--- src/rtl/reconfig_operand_recover_if.sv ---
// Request/result handshake bundle for reconfig_operand_recover.
// The master drives requests and the result ready; the slave returns the recovered result.
interface reconfig_operand_recover_if;
  localparam int unsigned YW = 9;
  localparam int unsigned AW = 8;

  logic          in_valid;
  logic          in_ready;
  logic [YW-1:0] y;
  logic [AW-1:0] b;
  logic          s0;
  logic          s1;
  logic          out_valid;
  logic          out_ready;
  logic [AW-1:0] a_out;
  logic          err;

  modport master (
    output in_valid, y, b, s0, s1, out_ready,
    input  in_ready, out_valid, a_out, err
  );

  modport slave (
    input  in_valid, y, b, s0, s1, out_ready,
    output in_ready, out_valid, a_out, err
  );
endinterface

--- src/rtl/reconfig_operand_recover.sv ---
// Recovers operand a = y - b with a bit-serial, LSB-first subtractor and
// optionally writes the in-range result into one of three operand registers.
module reconfig_operand_recover (
  input  logic                          clk,
  input  logic                          rst,
  reconfig_operand_recover_if.slave     bus,
  output logic [7:0]                    a1_q,
  output logic [7:0]                    a2_q,
  output logic [7:0]                    a3_q,
  output logic                          busy
);
  localparam int unsigned YW = 9;
  localparam int unsigned AW = 8;
  localparam int unsigned CW = 4;
  localparam logic [CW-1:0] LAST_BIT = CW'(YW - 1);

  typedef enum logic [1:0] {
    IDLE = 2'd0,
    CALC = 2'd1,
    DONE = 2'd2
  } state_t;

  state_t state_q, state_d;

  logic [YW-1:0] y_q;
  logic [YW-1:0] b_q;
  logic [1:0]    mode_q;
  logic          br_q;
  logic [CW-1:0] cnt_q;
  logic [YW-1:0] diff_q;
  logic          out_valid_q;
  logic          in_ready_q;
  logic [AW-1:0] a_out_q;
  logic          err_q;

  logic          accept_c;
  logic          last_c;
  logic          release_c;
  logic          d_c;
  logic          br_c;
  logic [YW-1:0] diff_c;
  logic          err_c;

  // One full-subtractor bit per CALC edge; operand registers shift right so bit 0 is current.
  assign d_c    = y_q[0] ^ b_q[0] ^ br_q;
  assign br_c   = (~y_q[0] & b_q[0]) | (~(y_q[0] ^ b_q[0]) & br_q);
  assign diff_c = diff_q | (YW'(d_c) << cnt_q);
  assign err_c  = diff_c[YW-1] | br_c;

  always_ff @(posedge clk) begin
    if (rst) state_q <= IDLE;
    else     state_q <= state_d;
  end

  always_comb begin
    state_d   = state_q;
    accept_c  = 1'b0;
    last_c    = 1'b0;
    release_c = 1'b0;
    case (state_q)
      IDLE: begin
        if (bus.in_valid) begin
          accept_c = 1'b1;
          state_d  = CALC;
        end
      end
      CALC: begin
        if (cnt_q == LAST_BIT) begin
          last_c  = 1'b1;
          state_d = DONE;
        end
      end
      DONE: begin
        if (bus.out_ready) begin
          release_c = 1'b1;
          state_d   = IDLE;
        end
      end
      default: state_d = IDLE;
    endcase
  end

  // Datapath, result and destination registers.
  always_ff @(posedge clk) begin
    if (rst) begin
      y_q         <= '0;
      b_q         <= '0;
      mode_q      <= '0;
      br_q        <= 1'b0;
      cnt_q       <= '0;
      diff_q      <= '0;
      out_valid_q <= 1'b0;
      in_ready_q  <= 1'b1;
      busy        <= 1'b0;
      a_out_q     <= '0;
      err_q       <= 1'b0;
      a1_q        <= '0;
      a2_q        <= '0;
      a3_q        <= '0;
    end else begin
      in_ready_q <= (state_d == IDLE);
      busy       <= (state_d != IDLE);
      if (accept_c) begin
        y_q    <= bus.y;
        b_q    <= {1'b0, bus.b};
        mode_q <= {bus.s0, bus.s1};
        br_q   <= 1'b0;
        cnt_q  <= '0;
        diff_q <= '0;
      end
      if (state_q == CALC) begin
        y_q    <= y_q >> 1;
        b_q    <= b_q >> 1;
        br_q   <= br_c;
        diff_q <= diff_c;
        cnt_q  <= cnt_q + CW'(1);
      end
      if (last_c) begin
        a_out_q     <= diff_c[AW-1:0];
        err_q       <= err_c;
        out_valid_q <= 1'b1;
        if (!err_c) begin
          case (mode_q)
            2'b00:   a1_q <= diff_c[AW-1:0];
            2'b01:   a2_q <= diff_c[AW-1:0];
            2'b10:   a3_q <= diff_c[AW-1:0];
            default: ;
          endcase
        end
      end
      if (release_c) out_valid_q <= 1'b0;
    end
  end

  assign bus.in_ready  = in_ready_q;
  assign bus.out_valid = out_valid_q;
  assign bus.a_out     = a_out_q;
  assign bus.err       = err_q;

endmodule
--- src/flat_wrapper.sv ---
// flat-port wrapper written by rule: the top's interface ports become plain ports
module reconfig_operand_recover_flat 
  (clk, rst, a1_q, a2_q, a3_q, busy, bus_in_valid, bus_y, bus_b, bus_s0, bus_s1, bus_out_ready, bus_in_ready, bus_out_valid, bus_a_out, bus_err);
  reconfig_operand_recover_if bus_i ();
  input  logic clk;
  input  logic rst;
  output logic [7:0] a1_q;
  output logic [7:0] a2_q;
  output logic [7:0] a3_q;
  output logic busy;
  input wire logic [$bits(bus_i.in_valid)-1:0] bus_in_valid;
  input wire logic [$bits(bus_i.y)-1:0] bus_y;
  input wire logic [$bits(bus_i.b)-1:0] bus_b;
  input wire logic [$bits(bus_i.s0)-1:0] bus_s0;
  input wire logic [$bits(bus_i.s1)-1:0] bus_s1;
  input wire logic [$bits(bus_i.out_ready)-1:0] bus_out_ready;
  output wire logic [$bits(bus_i.in_ready)-1:0] bus_in_ready;
  output wire logic [$bits(bus_i.out_valid)-1:0] bus_out_valid;
  output wire logic [$bits(bus_i.a_out)-1:0] bus_a_out;
  output wire logic [$bits(bus_i.err)-1:0] bus_err;
  assign bus_i.in_valid = bus_in_valid;
  assign bus_i.y = bus_y;
  assign bus_i.b = bus_b;
  assign bus_i.s0 = bus_s0;
  assign bus_i.s1 = bus_s1;
  assign bus_i.out_ready = bus_out_ready;
  assign bus_in_ready = bus_i.in_ready;
  assign bus_out_valid = bus_i.out_valid;
  assign bus_a_out = bus_i.a_out;
  assign bus_err = bus_i.err;
  reconfig_operand_recover u_core (.clk(clk), .rst(rst), .bus(bus_i), .a1_q(a1_q), .a2_q(a2_q), .a3_q(a3_q), .busy(busy));
endmodule
--- config.mk ---
export PLATFORM = sky130hd
export DESIGN_NAME = reconfig_operand_recover_flat
export DESIGN_NICKNAME = d
export VERILOG_FILES = /design/src/rtl/reconfig_operand_recover_if.sv /design/src/rtl/reconfig_operand_recover.sv /design/src/flat_wrapper.sv
export SDC_FILE = /design/constraint.sdc
export NUM_CORES = 1
export LEC_CHECK = 0
export BUFFER_PORTS_ARGS = -buffer_cell sky130_fd_sc_hd__buf_2
export CORE_MARGIN = 2
export CORE_UTILIZATION = 44
export DETAILED_ROUTE_END_ITERATION = 16
export PLACE_DENSITY = 0.63
export SYNTH_ARGS = -nofsm -noshare
export SYNTH_HDL_FRONTEND = slang
export SYNTH_SLANG_ARGS = --single-unit
--- constraint.sdc ---
create_clock -name clk -period 2.5 [get_ports clk]
set_input_delay 0.5 -clock clk [delete_from_list [all_inputs] [get_ports clk]]
set_output_delay 0.5 -clock clk [all_outputs]
set_load 0.1 [all_outputs]
==> results of run 1 <==
## synthesized netlist by cell type
| master | instances | area [um^2] |
|---|---|---|
| nand3_1 | 1 | 5.00 |
| fa_1 | 1 | 20.0 |
| nor3b_2 | 1 | 12.5 |
| buf_1 | 1 | 3.75 |
| nand3b_4 | 1 | 20.0 |
| o22ai_1 | 15 | 93.8 |
| or4b_4 | 1 | 13.8 |
| inv_1 | 6 | 22.5 |
| nand4bb_1 | 2 | 22.5 |
| buf_6 | 1 | 11.3 |
| o21ai_0 | 4 | 20.0 |
| a211oi_1 | 45 | 338 |
| nor3_1 | 10 | 50.1 |
| a22oi_1 | 5 | 37.5 |
| clkinv_1 | 2 | 7.51 |
| nand4b_1 | 1 | 8.76 |
| buf_4 | 2 | 15.0 |
| buf_2 | 5 | 25.0 |
| a211oi_2 | 2 | 25.0 |
| nand2b_4 | 1 | 13.8 |
| dfxtp_1 | 71 | 1420 |
| nor2_1 | 67 | 251 |
| a221oi_1 | 1 | 8.76 |
| or3_1 | 1 | 6.26 |
| a21o_1 | 1 | 7.51 |
| nor2b_1 | 2 | 12.5 |
| nand2b_1 | 1 | 6.26 |
| nand2_1 | 6 | 22.5 |
| clkbuf_1 | 12 | 45.0 |
| o21ai_1 | 1 | 5.00 |
| and3_1 | 1 | 6.26 |
| nor4_4 | 3 | 63.8 |
| mux2_2 | 2 | 22.5 |
| a31oi_1 | 2 | 12.5 |
| a21oi_1 | 20 | 100 |
| and4bb_2 | 1 | 12.5 |
| ha_1 | 2 | 25.0 |
## power groups by stage
stage,Clock (mW),Sequential (mW),Combinational [mW]
finish,0.887,1.19,0.220
global route,0.963,1.19,0.245
CTS,0.909,1.19,0.222
detailed placement,0,1.21,0.222
global placement,0,1.21,0.219
floorplan,0,1.22,0.146
## worst max-delay path, stage by stage, from the launching register on
cell and delay, ns:
dfxtp_1 0.33, inv_1 0.06, fa_1 0.50, nor3b_2 0.17
buf_4 0.17, nor4_4 0.20, buf_4 0.24, nor2_1 0.06
a211oi_1 0.20
## metrics by stage
stage / util, % / hold WS (ns) / std cells / instance area, um^2
floorplan: - / 0.455 / 301 / 2800
global placement: 50.9 / 0.465 / 426 / 3180
detailed placement: 50.9 / 0.479 / 426 / 3180
CTS: 53.9 / 0.384 / 439 / 3360
global route: 53.9 / 0.393 / 439 / 3360
finish: 53.9 / 0.395 / 439 / 3360
## sequential cells by signal, summed over array words and instances (netlist names)
name,flops
u_core.cnt_q,4
u_core.bus.a_out,8
u_core.diff_q,9
u_core.bus.out_valid,1
u_core.state_q,2
u_core.b_q,8
u_core.y_q,9
u_core.bus.err,1
u_core.mode_q,2
u_core.bus.in_ready,1
u_core.busy,1
u_core.a2_q,8
u_core.a3_q,8
u_core.br_q,1
u_core.a1_q,8
## layout make-up
class | count | share of cell area, %
flip-flops and latches | 71 | 42.3
multi-input cells | 201 | 37.0
repair buffers | 69 | 11.5
clock buffers | 12 | 4.61
well taps | 77 | 2.87
clock inverters | 1 | 0.893
inverters | 8 | 0.893
## layer usage
layer / vias up / wire (um) / share of wire, % / global-route usage, %
met5: - / 0 / 0 / 0
met4: 0 / 31 / 0.50 / 4.84
met3: 5 / 303 / 4.9 / 6.23
met2: 68 / 2840 / 46 / 28.1
met1: 1088 / 3050 / 49 / 25.2
li1: 1215 / - / - / -
## cell usage in the layout (no fill, tap or decap), types with 2 or more instances in the layout
cell and n:
a22oi_1 5, a211oi_1 45, dfxtp_1 71, nor4_4 3, buf_4 10, nand4bb_1 2, o22ai_1 15, buf_2 58
o21ai_0 4, nor2b_1 2, nor2_1 67, a211oi_2 2, nor3_1 10, mux2_2 2, ha_1 2, nand2_1 6
a21oi_1 20, clkbuf_8 11, a31oi_1 2, clkinv_1 2, inv_1 6
## kinds of logic (layout without fill, tap and decap cells)
kind of cell / Yosys count / after routing / share of synthesized area (%)
AOI/OAI and AO/OA: 96 / 96 / 23.2
muxes: 2 / 2 / 0.806
DFF: 71 / 71 / 50.9
buffers and inverters: 29 / 90 / 4.65
adders and majority gates: 3 / 3 / 1.61
and+or+nand+nor: 100 / 100 / 18.9
## final timing paths
check                   endpoint  slack [ns]  depth (start not counted)
setup / recovery  u_core.a1_q[4]        0.48                          8
hold / removal     u_core.y_q[8]        0.40                          3
setup reg to reg  u_core.a1_q[4]        0.48                          8
hold reg to reg      u_core.br_q        0.49                          2
==> results.json, run 1 <==
{
  "grt_max_degree": 42,
  "fin_crit_sh_pct": 80.9,
  "power.switching_mw": 0.549,
  "gr-total-overflow": 0,
  "routed_wl_um": 6230,
  "min-delay-start": "bus_y[8]",
  "cts.sinks": 71,
  "io_buffers": 58,
  "yosysUniqueCellTypes": 37,
  "worstSetupEndpointType": "register",
  "synth_warnings": 0,
  "grt_pass1_vias": 2165,
  "syn-cell-area_um2": 2800,
  "worstPathRequired_ns": 2.75,
  "dr.pass1.iters": 4,
  "drive_gt1_share_pct": 25.7,
  "crit_start": "u_core.br_q",
  "wl_per_cell_um": 14.2,
  "multiInputGateArea_um2": 1240,
  "ctsHoldBuffers": 0,
  "place_congestion": 0.814,
  "die_area_um2": 7010,
  "peakVddDrop_uv": 347,
  "cp.arrival_ns": 2.27,
  "clk_pin_slew_ns": 0.07,
  "report.final.hold_viol_count": 0,
  "max_freq_mhz": 495,
  "max_cap_violations": 0,
  "die_w_um": 83.7,
  "nFillCells": 600,
  "h-tree-depth": 3,
  "finalWorstPathRequiredPeriod_ns": 2.02,
  "diodes": 0,
  "clockBufferDepth": 2,
  "clock_skew_ns": 0.00850,
  "ys_seq_elements": 71,
  "p_seq_share_pct": 51.8,
  "drt_first_iter_violations": 158,
  "syn-num-nets": 327,
  "vias": 2376,
  "cellPowerDensity_nw_per_um2": 683,
  "areaGrowthSynthToFinish_pct": 20.3,
  "initial_core_util_pct": 44.8,
  "nets": 386,
  "rsz0062_at_grt": "false",
  "critPathMaxFanout": 16,
  "io_pins": 59,
  "maxSlewHeadroom_pct": 51.7,
  "status": "complete, no violations",
  "core_um2": 6240,
  "die_y_um": 83.7,
  "critical_path_class": "register to register",
  "seq_area_um2": 1420,
  "antenna_left": 0,
  "post-place-ws_ns": 0.477,
  "via_per_inst": 5.41,
  "grt_use_total_pct": 18.5,
  "cts_resized": 0,
  "synth_cells": 301,
  "cp-start-kind": "register",
  "power.clock.fraction_pct": 38.6,
  "leakage_nw": 1.32,
  "cts_made_buffers": 9,
  "worstMarginPinSlew_ns": 0.719,
  "finalSetupViolCount": 0,
  "ys_seq_area_share_pct": 50.9,
  "cts_tree": "done",
  "r2r_start": "u_core.br_q",
  "post-cts-setup-buffer-count": 0,
  "hold_path_class": "input pin to register",
  "p_int_mw": 1.75,
  "combPwrFrac_pct": 9.6,
  "grt_first_pass_wirelength_um": 10500,
  "num_rows": 29,
  "tns_ns": 0,
  "syn_area_per_cell_um2": 9.29,
  "power_mw": 2.30,
  "drc_errors": 0,
  "antenna_found_initial": 0,
  "layout_setup_ws_ns": 0.478,
  "p_sw_share_pct": 23.9,
  "cts_root_buf": "clkbuf_8",
  "finalMaxSlewViolations": 0,
  "worstSkewPairLatency_ns": 0.34,
  "post-dp-hpwl_um": 4380
}
Power figures use the tool's default switching activity.
==> run 2: changes to the inputs <==
Clock period 2.5 ns to 2 ns, I/O delays scaled along.
==> results.json, run 2 (synthesis gave the netlist of run 1 again) <==
{
  "nets": 407,
  "holdPathStages": 3,
  "cts_tree": "done",
  "gr-total-overflow": 0,
  "worstSkewPairLatency_ns": 0.35,
  "cp-start-kind": "register",
  "drt_first_iter_violations": 69,
  "initial_core_util_pct": 44.8,
  "layout_commonest_cell": "dfxtp_1",
  "diodes": 0,
  "top_regs": "u_core.diff_q x9, u_core.y_q x9",
  "grt_first_pass_wirelength_um": 10800,
  "cts_made_buffers": 9,
  "clock_skew_ns": 0.00832,
  "vias": 2449,
  "place_congestion": 0.835,
  "antenna_left": 0,
  "worstMarginPinSlew_ns": 0.530,
  "power_mw": 3.16,
  "finalSetupViolCount": 0,
  "die_w_um": 83.7,
  "hold_path_class": "input pin to register",
  "post-dp-hpwl_um": 4570,
  "grt_use_total_pct": 19.1,
  "via_per_inst": 5.29,
  "report.final.hold_viol_count": 0,
  "utilization_pct": 59.2,
  "maxSlewHeadroom_pct": 64.6,
  "layout_common_cells": "68 x dfxtp_1, 67 x nor2_1, 58 x buf_2, 37 x a211oi_1, 25 x buf_4",
  "cts_root_buf": "clkbuf_8",
  "max_freq_mhz": 507,
  "cp.arrival_ns": 2.24,
  "critical_path_class": "register to register",
  "worstPathRequired_ns": 2.26,
  "cellPowerDensity_nw_per_um2": 855,
  "peakVddDrop_uv": 448,
  "drive_gt1_share_pct": 34.5,
  "max_cap_violations": 0,
  "areaGrowthSynthToFinish_pct": 32.2,
  "fin_crit_sh_pct": 98.7,
  "status": "complete, no violations",
  "finalWorstPathRequiredPeriod_ns": 1.97,
  "rr_worst_depth": 6,
  "finalMaxSlewViolations": 0,
  "ctsHoldBuffers": 0,
  "core_um2": 6240,
  "clockBufferDepth": 2,
  "dr.pass1.iters": 4,
  "num_rows": 29,
  "grt_max_degree": 42,
  "antenna_found_initial": 0,
  "routed_wl_um": 6670,
  "h-tree-depth": 3,
  "nFillCells": 575,
  "leakage_nw": 1.47,
  "critPathMaxFanout": 8,
  "drc_errors": 0,
  "die_area_um2": 7010,
  "io_buffers": 58,
  "die_y_um": 83.7,
  "rsz0062_at_grt": "true",
  "worstSetupEndpointType": "register",
  "cts.sinks": 71,
  "clk_pin_slew_ns": 0.07,
  "io_pins": 59,
  "grt_pass1_vias": 2263,
  "wl_per_cell_um": 14.4
}
## run 2: worst max-delay path: stages, from the launching register on
cell,delay (ns)
dfxtp_2,0.34
fa_1,0.59
nor3b_4,0.32
nor4_4,0.10
buf_4,0.16
clkbuf_16,0.15
a211oi_1,0.22
## run 2: path summary, 6_finish.rpt
kind	slack (ns)	from	end
max	0.03	u_core.y_q[0]	u_core.a3_q[6]
min	0.29	bus_s1	u_core.mode_q[0]
max reg2reg	0.03	u_core.y_q[0]	u_core.a3_q[6]
min reg2reg	0.48	u_core.bus.out_valid	u_core.bus.out_valid
## run 2: area by class of cell
| class | count | area [um^2] | share of cell area, % |
|---|---|---|---|
| Tap cell | 77 | 96.3 | 2.61 |
| Sequential cell | 71 | 1430 | 38.6 |
| Timing Repair Buffer | 90 | 597 | 16.2 |
| Clock inverter | 4 | 76.3 | 2.07 |
| Clock buffer | 12 | 165 | 4.47 |
| Multi-Input combinational cell | 201 | 1310 | 35.3 |
| Inverter | 8 | 30.0 | 0.813 |
## run 2: repair_timing
| action | in CTS | in global routing |
|---|---|---|
| hold endpoints to repair | 0 | 0 |
| buffers inserted | 2 | 9 |
| cloned | 0 | 1 |
| pin swaps | 4 | 8 |
| endpoints found under the setup margin | 15 | 27 |
| gates resized for setup | 1 | 18 |
## run 2: layer usage
| layer | vias up | wire (um) | global-route usage, % |
|---|---|---|---|
| li1 | 1250 | - | - |
| met1 | 1123 | 3100 | 25.4 |
| met2 | 67 | 3130 | 30.0 |
| met3 | 9 | 348 | 5.84 |
| met4 | 0 | 95 | 6.16 |
| met5 | - | 0 | 0 |
## run 2: stage by stage
step	setup WS (ns)	TNS (ns)	area, um^2	std cells	hold WS, ns
2_1_floorplan	0.0314	0	2800	301	0.455
3_3_place_gp	0.0385	0	3320	440	0.466
3_5_place_dp	-0.0173	-0.0381	3320	440	0.464
4_1_cts	0.00570	0	3580	458	0.283
5_1_grt	-0.0641	-0.653	3690	463	0.278
6_report	0.0260	0	3690	463	0.293
## run 2: power breakdown
group	internal [mW]	switching [mW]	leakage, nW
Sequential	1.46	0.0280	0.579
Combinational	0.141	0.193	0.774
Clock	0.806	0.534	0.119
